[config.mk]
export PLATFORM = sky130hd
export DESIGN_NAME = stream_fifo_ctrl
export DESIGN_NICKNAME = d
export VERILOG_FILES = /design/src/rtl/stream_fifo_ctrl.sv
export SDC_FILE = /design/constraint.sdc
export NUM_CORES = 1
export LEC_CHECK = 0
export BUFFER_PORTS_ARGS = -buffer_cell sky130_fd_sc_hd__buf_2
export CORE_AREA = 2 2 75 77
export DETAILED_ROUTE_END_ITERATION = 12
export DIE_AREA = 0 0 77 79
export PLACE_DENSITY_LB_ADDON = 0.2
export SYNTH_ARGS = -nofsm -noshare
export SYNTH_HDL_FRONTEND = slang
export SYNTH_SLANG_ARGS = --single-unit
[constraint.sdc]
create_clock -name clk -period 5.4 [get_ports clk]
set_input_delay 0.81 -clock clk [delete_from_list [all_inputs] [get_ports clk]]
set_output_delay 0.81 -clock clk [all_outputs]
set_load 0.01 [all_outputs]
[src/rtl/stream_fifo_ctrl.sv]
// Valid/ready FIFO controller driving an external one-write, comb-read RAM.
// Optional registered almost_full output: define STREAM_FIFO_AFULL_EN.
module stream_fifo_ctrl #(
  parameter int DATA_WIDTH   = 10,
  parameter int ADDR_WIDTH   = 12
`ifdef STREAM_FIFO_AFULL_EN
  ,
  parameter int AFULL_THRESH = (1 << ADDR_WIDTH) - 4
`endif
) (
  input  logic                  clk,
  input  logic                  reset,
  input  logic                  flush,
  input  logic                  s_valid,
  output logic                  s_ready,
  input  logic [DATA_WIDTH-1:0] s_data,
  output logic                  m_valid,
  input  logic                  m_ready,
  output logic [DATA_WIDTH-1:0] m_data,
  output logic                  ram_write_req,
  output logic [ADDR_WIDTH-1:0] ram_write_addr,
  output logic [DATA_WIDTH-1:0] ram_write_data,
  output logic [ADDR_WIDTH-1:0] ram_read_addr,
  input  logic [DATA_WIDTH-1:0] ram_read_data,
  output logic [ADDR_WIDTH:0]   level
`ifdef STREAM_FIFO_AFULL_EN
  ,
  output logic                  almost_full
`endif
);

  localparam int DEPTH = 1 << ADDR_WIDTH;
  localparam logic [ADDR_WIDTH:0] L_FULL =
    (ADDR_WIDTH+1)'(DEPTH);
  localparam logic [ADDR_WIDTH-1:0] PTR_ONE = 1;
  localparam logic [ADDR_WIDTH:0] CNT_ONE = 1;

  logic [ADDR_WIDTH-1:0] r_wr_ptr;
  logic [ADDR_WIDTH-1:0] r_rd_ptr;
  logic [ADDR_WIDTH:0]   r_count;
  logic [ADDR_WIDTH:0]   w_count_nxt;
  logic                  w_push;
  logic                  w_pop;

  assign s_ready = reset & ~flush & (r_count != L_FULL);
  assign m_valid = (r_count != '0) & ~flush;
  assign w_push  = s_valid & s_ready;
  assign w_pop   = m_valid & m_ready;

  assign ram_write_req  = w_push;
  assign ram_write_addr = r_wr_ptr;
  assign ram_write_data = s_data;
  assign ram_read_addr  = r_rd_ptr;
  assign m_data         = ram_read_data;
  assign level          = r_count;

  always_comb begin
    w_count_nxt = r_count;
    unique case (1'b1)
      flush:            w_count_nxt = '0;
      w_push & ~w_pop:  w_count_nxt = r_count + CNT_ONE;
      ~w_push & w_pop:  w_count_nxt = r_count - CNT_ONE;
      default:          w_count_nxt = r_count;
    endcase
  end

  always_ff @(posedge clk or negedge reset) begin
    if (!reset) begin
      r_wr_ptr <= '0;
      r_rd_ptr <= '0;
      r_count  <= '0;
    end else if (flush) begin
      r_wr_ptr <= '0;
      r_rd_ptr <= '0;
      r_count  <= '0;
    end else begin
      if (w_push) r_wr_ptr <= r_wr_ptr + PTR_ONE;
      if (w_pop)  r_rd_ptr <= r_rd_ptr + PTR_ONE;
      r_count <= w_count_nxt;
    end
  end

`ifdef STREAM_FIFO_AFULL_EN
  localparam logic [ADDR_WIDTH:0] AF_TH =
    (ADDR_WIDTH+1)'(AFULL_THRESH);
  logic r_afull;

  assign almost_full = r_afull;

  // Tracks the count register, so it compares against next-state count.
  always_ff @(posedge clk or negedge reset) begin
    if (!reset)     r_afull <= 1'b0;
    else if (flush) r_afull <= 1'b0;
    else            r_afull <= (w_count_nxt >= AF_TH);
  end
`endif

endmodule

# Word level (Yosys, flattened, before mapping)
# Cells that the tools add are included.
dict set report totals {
  input_bits 25
  elab_cells 28
  output_inout_bits 60
  ff_bits 37
}
dict set report op_classes {
  mux 6
  n_reduce_logical 4
  n_eq_ne 1
  add_sub_neg 4
  n_bitwise 10
}
# op count
set op_table {}
lappend op_table {{2-to-1 mux 12 bit} 4}
lappend op_table {{case mux 13 bit (2 select lines)} 1}
lappend op_table {{adder 12 x 1 -> 12 bit (second input constant)} 2}
lappend op_table {{adder 13 x 1 -> 13 bit (second input constant)} 1}
lappend op_table {{2-to-1 mux 13 bit} 1}
lappend op_table {{!= test 13 bit (second input constant)} 1}
lappend op_table {{nonzero test 13 bit} 1}
lappend op_table {{subtractor 13 x 1 -> 13 bit (second input constant)} 1}
lappend op_table {{AND 1 bit} 7}
lappend op_table {{nonzero test 2 bit} 2}
lappend op_table {{inverter 1 bit} 3}
lappend op_table {{nonzero test 3 bit} 1}

# Logic depth before layout (Yosys ltp)
# Gate-level depths: netlist (run 1).
dict set report logic_depth {
  ltp_word 8
  mapped_depth 11
  mapped_depth_nobuf 11
}

# Worst setup path before layout (run 1)
# OpenSTA, ideal clock, no wires.
dict set report synth_path {
  path_type {register -> register}
  start {reg r_count[0], in the netlist level[0]}
  end {reg r_count[12], in the netlist level[12]}
  arrival_ps 4012
  path_buffers 0
  path_stages_with_launch 12
  synth_period_minus_slack_ps 4100
  slack_ps 1300
  setup_ps 88
  required_time_ps 5312
  path_cell_list {dfrtp_1 > or4_4 > nor3_4 > a21oi_2 > nor3_1 > ha_1 > a21o_1 > a221oi_1 > o21ai_0 > o221a_2 > o21ai_0 > nor3b_1}
}
dict set report synth_via {
  elab_chain_len 7
  elab_cells_between_ends 15
  cone_classes {add/sub (2); eq/ne (1); mux (2); bitwise (8); reduce/logical (2)}
}
# element line
set synth_rtl {}
lappend synth_rtl {{start, declared} 40} ;# logic [ADDR_WIDTH:0] r_count;
lappend synth_rtl {{start signal, assigned} 79} ;# r_count <= w_count_nxt;
lappend synth_rtl {{!= test 13 bit (*)} 45} ;# assign s_ready = reset & ~flush & (r_count != L_FULL);
lappend synth_rtl {{AND 1 bit (*)} 45}
lappend synth_rtl {{AND 1 bit (*)} 47} ;# assign w_push = s_valid & s_ready;
lappend synth_rtl {{named net ram_write_req} 20} ;# output logic ram_write_req,
lappend synth_rtl {{inverter 1 bit} 62} ;# ~w_push & w_pop: w_count_nxt = r_count - CNT_ONE;
lappend synth_rtl {{AND 1 bit} 62}
lappend synth_rtl {{case mux 13 bit (2 select lines)} 59} ;# unique case (1'b1)
lappend synth_rtl {{2-to-1 mux 13 bit} 72} ;# end else if (flush) begin
# The timed path passes the listed nets; every way through them passes the cells marked *.
# A chain may end at the register's enable or synchronous reset.

# Worst setup path in the final report (run 1)
dict set report layout_path {
  start {reg r_count[0], in the netlist level[0]}
  end {reg r_count[12], in the netlist level[12]}
}
dict set report layout_via {
  elab_chain_len 7
  elab_cells_between_ends 15
  cone_classes {add/sub (2); eq/ne (1); mux (2); bitwise (8); reduce/logical (2)}
}
# element
set layout_rtl {}
lappend layout_rtl {{parallel branches: the longest is 7 deep, another holds subtractor 13 x 1 -> 13 bit}}
# Parallel ways; which one is timed is not known.

==> run summary, run 1 <==
Final Power - 1.368 mW
PnR worst setup slack - 1333 ps
RSZ-0062 raised after global routing - no
Syn. warnings - 0
Row count - 27
WL/cell - 13.57 µm
Post-synth EDFFs - 0
Sw frac - 42.91%
# diodes - 0
Setup TNS - 0 ps
Critical path origin - level[0]
Clock sink count - 37
Worst path cell trace - or4_4 > nor3_4 > a21oi_2 > nor3_1 > buf_4 > ha_1 > a21o_1 > a221oi_1 > o21ai_0 > o221a_2 > o21ai_0 > nor3b_1
Worst min-delay path class - reg2reg
Register area share after synthesis - 37.41%
Worst EP required - 5600 ps
Met2 Use GR - 29.47%
Die area - 6083 µm²
Slew HR - 51.71%
Synth top area share - 37.41%
Clock Path Buffers - 2
First-pass detailed-route iteration total - 4
Worst reg2reg startpoint - level[0]
Hold WS - 541.0 ps
Share of cells above drive strength 1 - 23.10%
Fin crit share - 75.32%
Worst-path fanout max - 12
Via count - 1931
Post-CTS Setup Bufs - 0
Syn Nets - 302
Setup Crit Path Kind - reg2reg
Critical-path top delay cell - or4_4
MaxCap Viol Count - 0
Die H - 79 µm
I/O Pins - 85
Largest net degree at the start of global routing - 44
Root Buffer - clkbuf_8
Die width - 77 µm
Gr busiest metal - met2
CP Launch Type - register
Avg Cell Area, Syn - 9.410 µm²
Combinational cell fraction of total power - 54.2%
Port buffer count - 44
Placer congestion estimate - 0.7483
Power share of the clock group - 18.3%
Max Freq - 0.2459 GHz
CP most frequent cell - o21ai_0
Worst-margin pin slew - 724.3 ps
Share of power burned in registers - 27.5%
Area leader, netlist - dfrtp_1
Fill cells - 523
First-pass GRT wire length - 8466 µm
Count leader, synth - dfrtp_1
Overall Global Routing Usage - 17.20%
DRC - 0
Internal - 0.7808 mW
Top post-synthesis cells by count - 37 x dfrtp_1, 33 x nor2_1, 23 x xor2_1, 20 x buf_4, 20 x nand2_1
Maximum vdd ir drop - 270.7 µV
Leak pwr - 1.416 nW
Number of global-route vias before repair - 1823
Clock Latency Late Sink - 290 ps
Async SR Flop Fraction - 100.0%
TritonCTS clock tree - done
Worst slack, placed - 1192 ps
Crit path DAT - 4260 ps
Worst stage delay on the critical path - 600 ps
Initial antenna violation count - 0
Status - complete, no violations
Post-layout min period - 4067 ps
# nets final - 328
DR iter-0 viols - 113
Slew Viols, Final - 0
Top_reg_cell synth - dfrtp_1
Met3 usage - 3.750%
Worst Skew - 6.866 ps
Hold Path Origin - ram_read_addr[11]
Final setup violation count - 0
Cts hold-fix bufs - 0
Vias per cell - 5.334
H-tree depth - 2
Clk pin slew, worst setup/hold paths - 80 ps
Post-detail-place hpwl - 3601 µm
Final Hold Fails - 0
M1 GR Usage - 21.96%
Core area - 5338 µm²
CP Capture Type - register
Switch Pwr - 0.5868 mW
Starting Density - 46.37%
Area grow syn2layout - 9.758%
Post-Synthesis Cells - 263
Cell area after synthesis - 2475 µm²
CTS Buf Count - 5
#FFs+latches synth - 37
Grt ovf - 0
DRT antenna net count - 0
Largest cells by area after synthesis - dfrtp_1 37%, xor2_1 8.1%, ha_1 6.6%, buf_4 6.1%, nor2_1 5.0%
Power density cells - 503.5 nW/µm²
Yosys cell types - 50
Post-CTS resize count - 0
WL final - 4913 µm
-- worst paths after layout --
path,depth (start not counted),end,slack (ps)
max in group asynchronous,2,level[8],4430
worst min-delay path,2,ram_read_addr[11],540
worst max register to register,12,level[12],1330
worst max-delay path,12,level[12],1330
min in group asynchronous,2,ram_read_addr[2],630
worst min register to register,2,ram_read_addr[11],540
-- area by class of cell --
class	instances	area [µm²]	share of cell area, %
tap	72	90.09	3.316
sequential	37	925.9	34.09
clock inverter	1	30.03	1.105
clock buffer	7	86.33	3.178
timing repair buffer	46	235.2	8.660
inverter	4	15.01	0.5527
multi-input combinational	195	1334	49.10
-- per-stage QoR --
stage	std cells	utilization (%)	cell area, µm²
finish	362	50.89	2716
global route	362	50.89	2716
CTS	362	50.89	2716
detailed placement	354	48.71	2600
global placement	354	48.71	2600
floorplan	263	-	2475
-- cell usage in the layout, fill, tap and decap left out, types with 6 or more instances in the layout --
master     n
buf_2     44
dfrtp_1   37
nor2_1    33
xor2_1    23
nand2_1   20
a21oi_1   14
ha_1      13
o21ai_0   12
nand4_1    8
nand3_1    7
xnor2_1    7
mux2i_1    6
clkbuf_8   6
-- worst max-delay path, delay by kind of cell, from the launching register on --
family | cells | cell delay, ps
AO/OA/AOI/OAI | 6 | 1540
adder cells (fa/ha/maj) | 1 | 310
buffers and inverters | 1 | 230
flip-flops | 1 | 450
AND/OR/NAND/NOR | 4 | 1430
-- flip-flops by register name, summed over array words and instances, names as in the netlist --
name and flops:
ram_write_addr 12, ram_read_addr 12, level 13
-- cell families (layout without fill, tap and decap cells) --
family          Yosys count  after routing  synth area share (%)
compound gates           47             47                 12.94
fa+ha+maj                14             14                 7.381
xor+xnor                 30             30                 10.62
buf+inv                  31             58                 8.695
flops                    37             37                 37.41
simple gates             97             97                 20.07
mux                       7              7                 2.882
-- per-layer routing --
metal  wire length [µm]  share of wire [%]
met1               2258                 46
met2               2407                 49
met3                220                4.5
met4                 26               0.53
met5                  0                  0
-- power groups by stage --
stage / logic (mW) / registers (mW) / clock network (mW)
final: 0.741 / 0.377 / 0.250
after global routing: 0.837 / 0.386 / 0.272
after CTS: 0.746 / 0.378 / 0.257
after detailed placement: 0.744 / 0.383 / 0
after global placement: 0.736 / 0.384 / 0
after floorplan: 0.634 / 0.388 / 0
(Power assumes the default switching activity.)
==> inputs of run 2 (changes only) <==
--- a/config.mk
+++ b/config.mk
@@ -6,9 +6,9 @@
 export NUM_CORES = 1
 export LEC_CHECK = 0
 export BUFFER_PORTS_ARGS = -buffer_cell sky130_fd_sc_hd__buf_2
-export CORE_AREA = 2 2 75 77
+export CORE_AREA = 2 2 77 79
 export DETAILED_ROUTE_END_ITERATION = 12
-export DIE_AREA = 0 0 77 79
+export DIE_AREA = 0 0 79 81
 export PLACE_DENSITY_LB_ADDON = 0.2
 export SYNTH_ARGS = -nofsm -noshare
 export SYNTH_HDL_FRONTEND = slang
==> constraint.sdc (replaced) <==
create_clock -name clk -period 3.45 [get_ports clk]
set_input_delay 0.5175 -clock clk [delete_from_list [all_inputs] [get_ports clk]]
set_output_delay 0.5175 -clock clk [all_outputs]
set_load 0.01 [all_outputs]
==> run summary, run 2 (synthesized netlist as in run 1, its figures left out) <==
Switch Pwr - 1.077 mW (+84%)
Status - complete, no violations
# nets final - 348 (+6.1%)
Worst Setup EP - level[12]
Sw frac - 42.83% (-0.075 points)
Row count - 28 (+3.7%)
Worst-margin pin slew - 584.4 ps (-139.9 ps)
CP Capture Type - register
Power density cells - 834.8 nW/µm² (+66%)
Cts hold-fix bufs - 0 (unchanged)
Crit path DAT - 3480 ps (-780 ps)
Share of cells above drive strength 1 - 32.90% (+9.8 points)
Commonest non-fill, non-tap cell in the layout - buf_2
Internal - 1.437 mW (+84%)
Overall Global Routing Usage - 17.18% (-0.018 points)
WL/cell - 14.20 µm (+4.6%)
Initial antenna violation count - 0 (unchanged)
I/O Pins - 85 (unchanged)
Starting Density - 43.61% (-2.8 points)
Power share of the clock group - 12.0% (-6.3 points)
Setup Crit Path Kind - reg2reg
Setup slack, reg-to-reg - 130 ps (-1210 ps)
Core area - 5675 µm² (+6.3%)
CTS Buf Count - 5 (unchanged)
Max Freq - 0.3009 GHz (+22%)
Final Hold Fails - 0 (unchanged)
Number of global-route vias before repair - 1808 (-0.82%)
H-tree depth - 2 (unchanged)
Placed cell area - 2790 µm² (+7.3%)
Number of flip-flops in the largest register - 13 (unchanged)
Combinational cell fraction of total power - 65.6% (+11 points)
R2R depth - 12 (unchanged)
Post-detail-place hpwl - 3804 µm (+5.6%)
Largest net degree at the start of global routing - 42 (-4.5%)
Area grow syn2layout - 21.69%
TritonCTS clock tree - done
Root Buffer - clkbuf_8
WL final - 5467 µm (+11%)
DRC - 0 (unchanged)
Grt ovf - 0 (unchanged)
Hold WS - 321.1 ps (-220.0 ps)
DR iter-0 viols - 63 (-44%)
Worst EP required - 3610 ps (-1990 ps)
Maximum vdd ir drop - 500.1 µV (+85%)
Die width - 79 µm (+2.6%)
Fill cells - 564 (+7.8%)
Clock sink count - 37 (unchanged)
Clock Path Buffers - 2 (unchanged)
Most frequent cells in the layout - 44 x buf_2, 35 x dfrtp_1, 33 x nor2_1
Placer congestion estimate - 0.8274 (+11%)
MaxCap Viol Count - 0 (unchanged)
CP Launch Type - register
Slew HR - 61.04% (+9.3 points)
Critical path origin - level[8]
Via count - 2008 (+4.0%)
First-pass detailed-route iteration total - 4 (unchanged)
Worst min-delay path class - in2async
Die H - 81 µm (+2.5%)
Fin crit share - 96.33% (+21 points)
First-pass GRT wire length - 8590 µm (+1.5%)
Worst Skew - 6.190 ps (-0.6759 ps)
Final design instance area without fill - 3012 µm² (+11%)
Worst reg2reg startpoint - level[8]
PnR worst setup slack - 126.6 ps (-1206 ps)
Final setup violation count - 0 (unchanged)
Clock Latency Late Sink - 290 ps (about the same)
Worst slack, placed - 24.95 ps (-1167 ps)
# diodes - 0 (unchanged)
Slew Viols, Final - 0 (unchanged)
Clk pin slew, worst setup/hold paths - 80 ps (about the same)
Port buffer count - 44 (unchanged)
Post-layout min period - 3323 ps (-744.0 ps)
DRT antenna net count - 0 (unchanged)
Share of power burned in registers - 22.5% (-5.0 points)
Die area - 6399 µm² (+5.2%)
Reg-to-reg critical path endpoint - level[12]
Vias per cell - 5.216 (-2.2%)
Leak pwr - 1.533 nW (+8.3%)
Worst-path fanout max - 6 (-6)
-- run 2: cell count changes in the layout (fill, tap and decap cells not counted), sizes merged --
cell / before / now
bufinv: 1 / 0
clkinv: 0 / 2
buf: 46 / 66
clkbuf: 7 / 6
-- run 2: final cells by class --
cell class | count | area, µm² | share of cell area, %
Clock buffer | 6 | 72.57 | 2.410
Clock inverter | 2 | 10.01 | 0.3324
Inverter | 4 | 15.01 | 0.4985
Multi-Input combinational cell | 195 | 1494 | 49.61
Sequential cell | 37 | 928.4 | 30.83
Tap cell | 75 | 93.84 | 3.116
Timing Repair Buffer | 66 | 397.9 | 13.21
-- run 2: critical path: stages (launching register included) --
cell	delay, ps
dfrtp_1	380
or4_4	560
nor3_4	260
a21oi_4	90
nor3_4	450
buf_12	170
ha_4	200
a21o_1	200
a221oi_4	290
o21ai_2	140
o221a_4	240
a21oi_1	150
nor3b_2	60
-- run 2: through the flow --
stage / utilization (%) / instances / TNS (ps) / power, mW
after global placement: 49.16 / 370 / 0 / 2.005
after global routing: 53.06 / 385 / -51.78 / 2.703
after floorplan: - / 263 / 0 / 1.717
after detailed placement: 49.16 / 370 / 0 / 2.020
final: 53.06 / 385 / 0 / 2.514
after CTS: 50.62 / 378 / 0 / 2.334
-- run 2: repair_timing --
action                                  in CTS  in global routing
endpoints found under the setup margin       1                  6
buffers inserted                             0                  7
pin swaps                                    1                  7
resized for setup                            0                 12
-- run 2: worst min path at each step --
stage / cells past startpoint / slack, ps / from / to
after floorplan: 0 / 220 / reset / level[0]
after global placement: 2 / 520 / ram_write_addr[11] / ram_write_addr[11]
after detailed placement: 2 / 530 / ram_write_addr[11] / ram_write_addr[11]
after CTS: 2 / 340 / reset / ram_write_addr[7]
after global routing: 2 / 360 / reset / ram_write_addr[7]
final: 2 / 320 / reset / ram_write_addr[7]
-- run 2: layer usage --
| layer | global-route usage [%] | vias to the layer above | share of wire (%) |
|---|---|---|---|
| met5 | 0 | - | 0 |
| met4 | 6.724 | 0 | 1.1 |
| met3 | 3.333 | 7 | 4.4 |
| met2 | 28.39 | 46 | 48 |
| met1 | 22.32 | 955 | 47 |
| li1 | - | 1000 | - |
-- run 2: power by group through the flow --
stage,sequential [mW],clock [mW],combinational [mW]
after floorplan,0.619,0,1.10
after global placement,0.572,0,1.43
after detailed placement,0.574,0,1.45
after CTS,0.566,0.313,1.46
after global routing,0.576,0.332,1.79
final,0.565,0.300,1.65
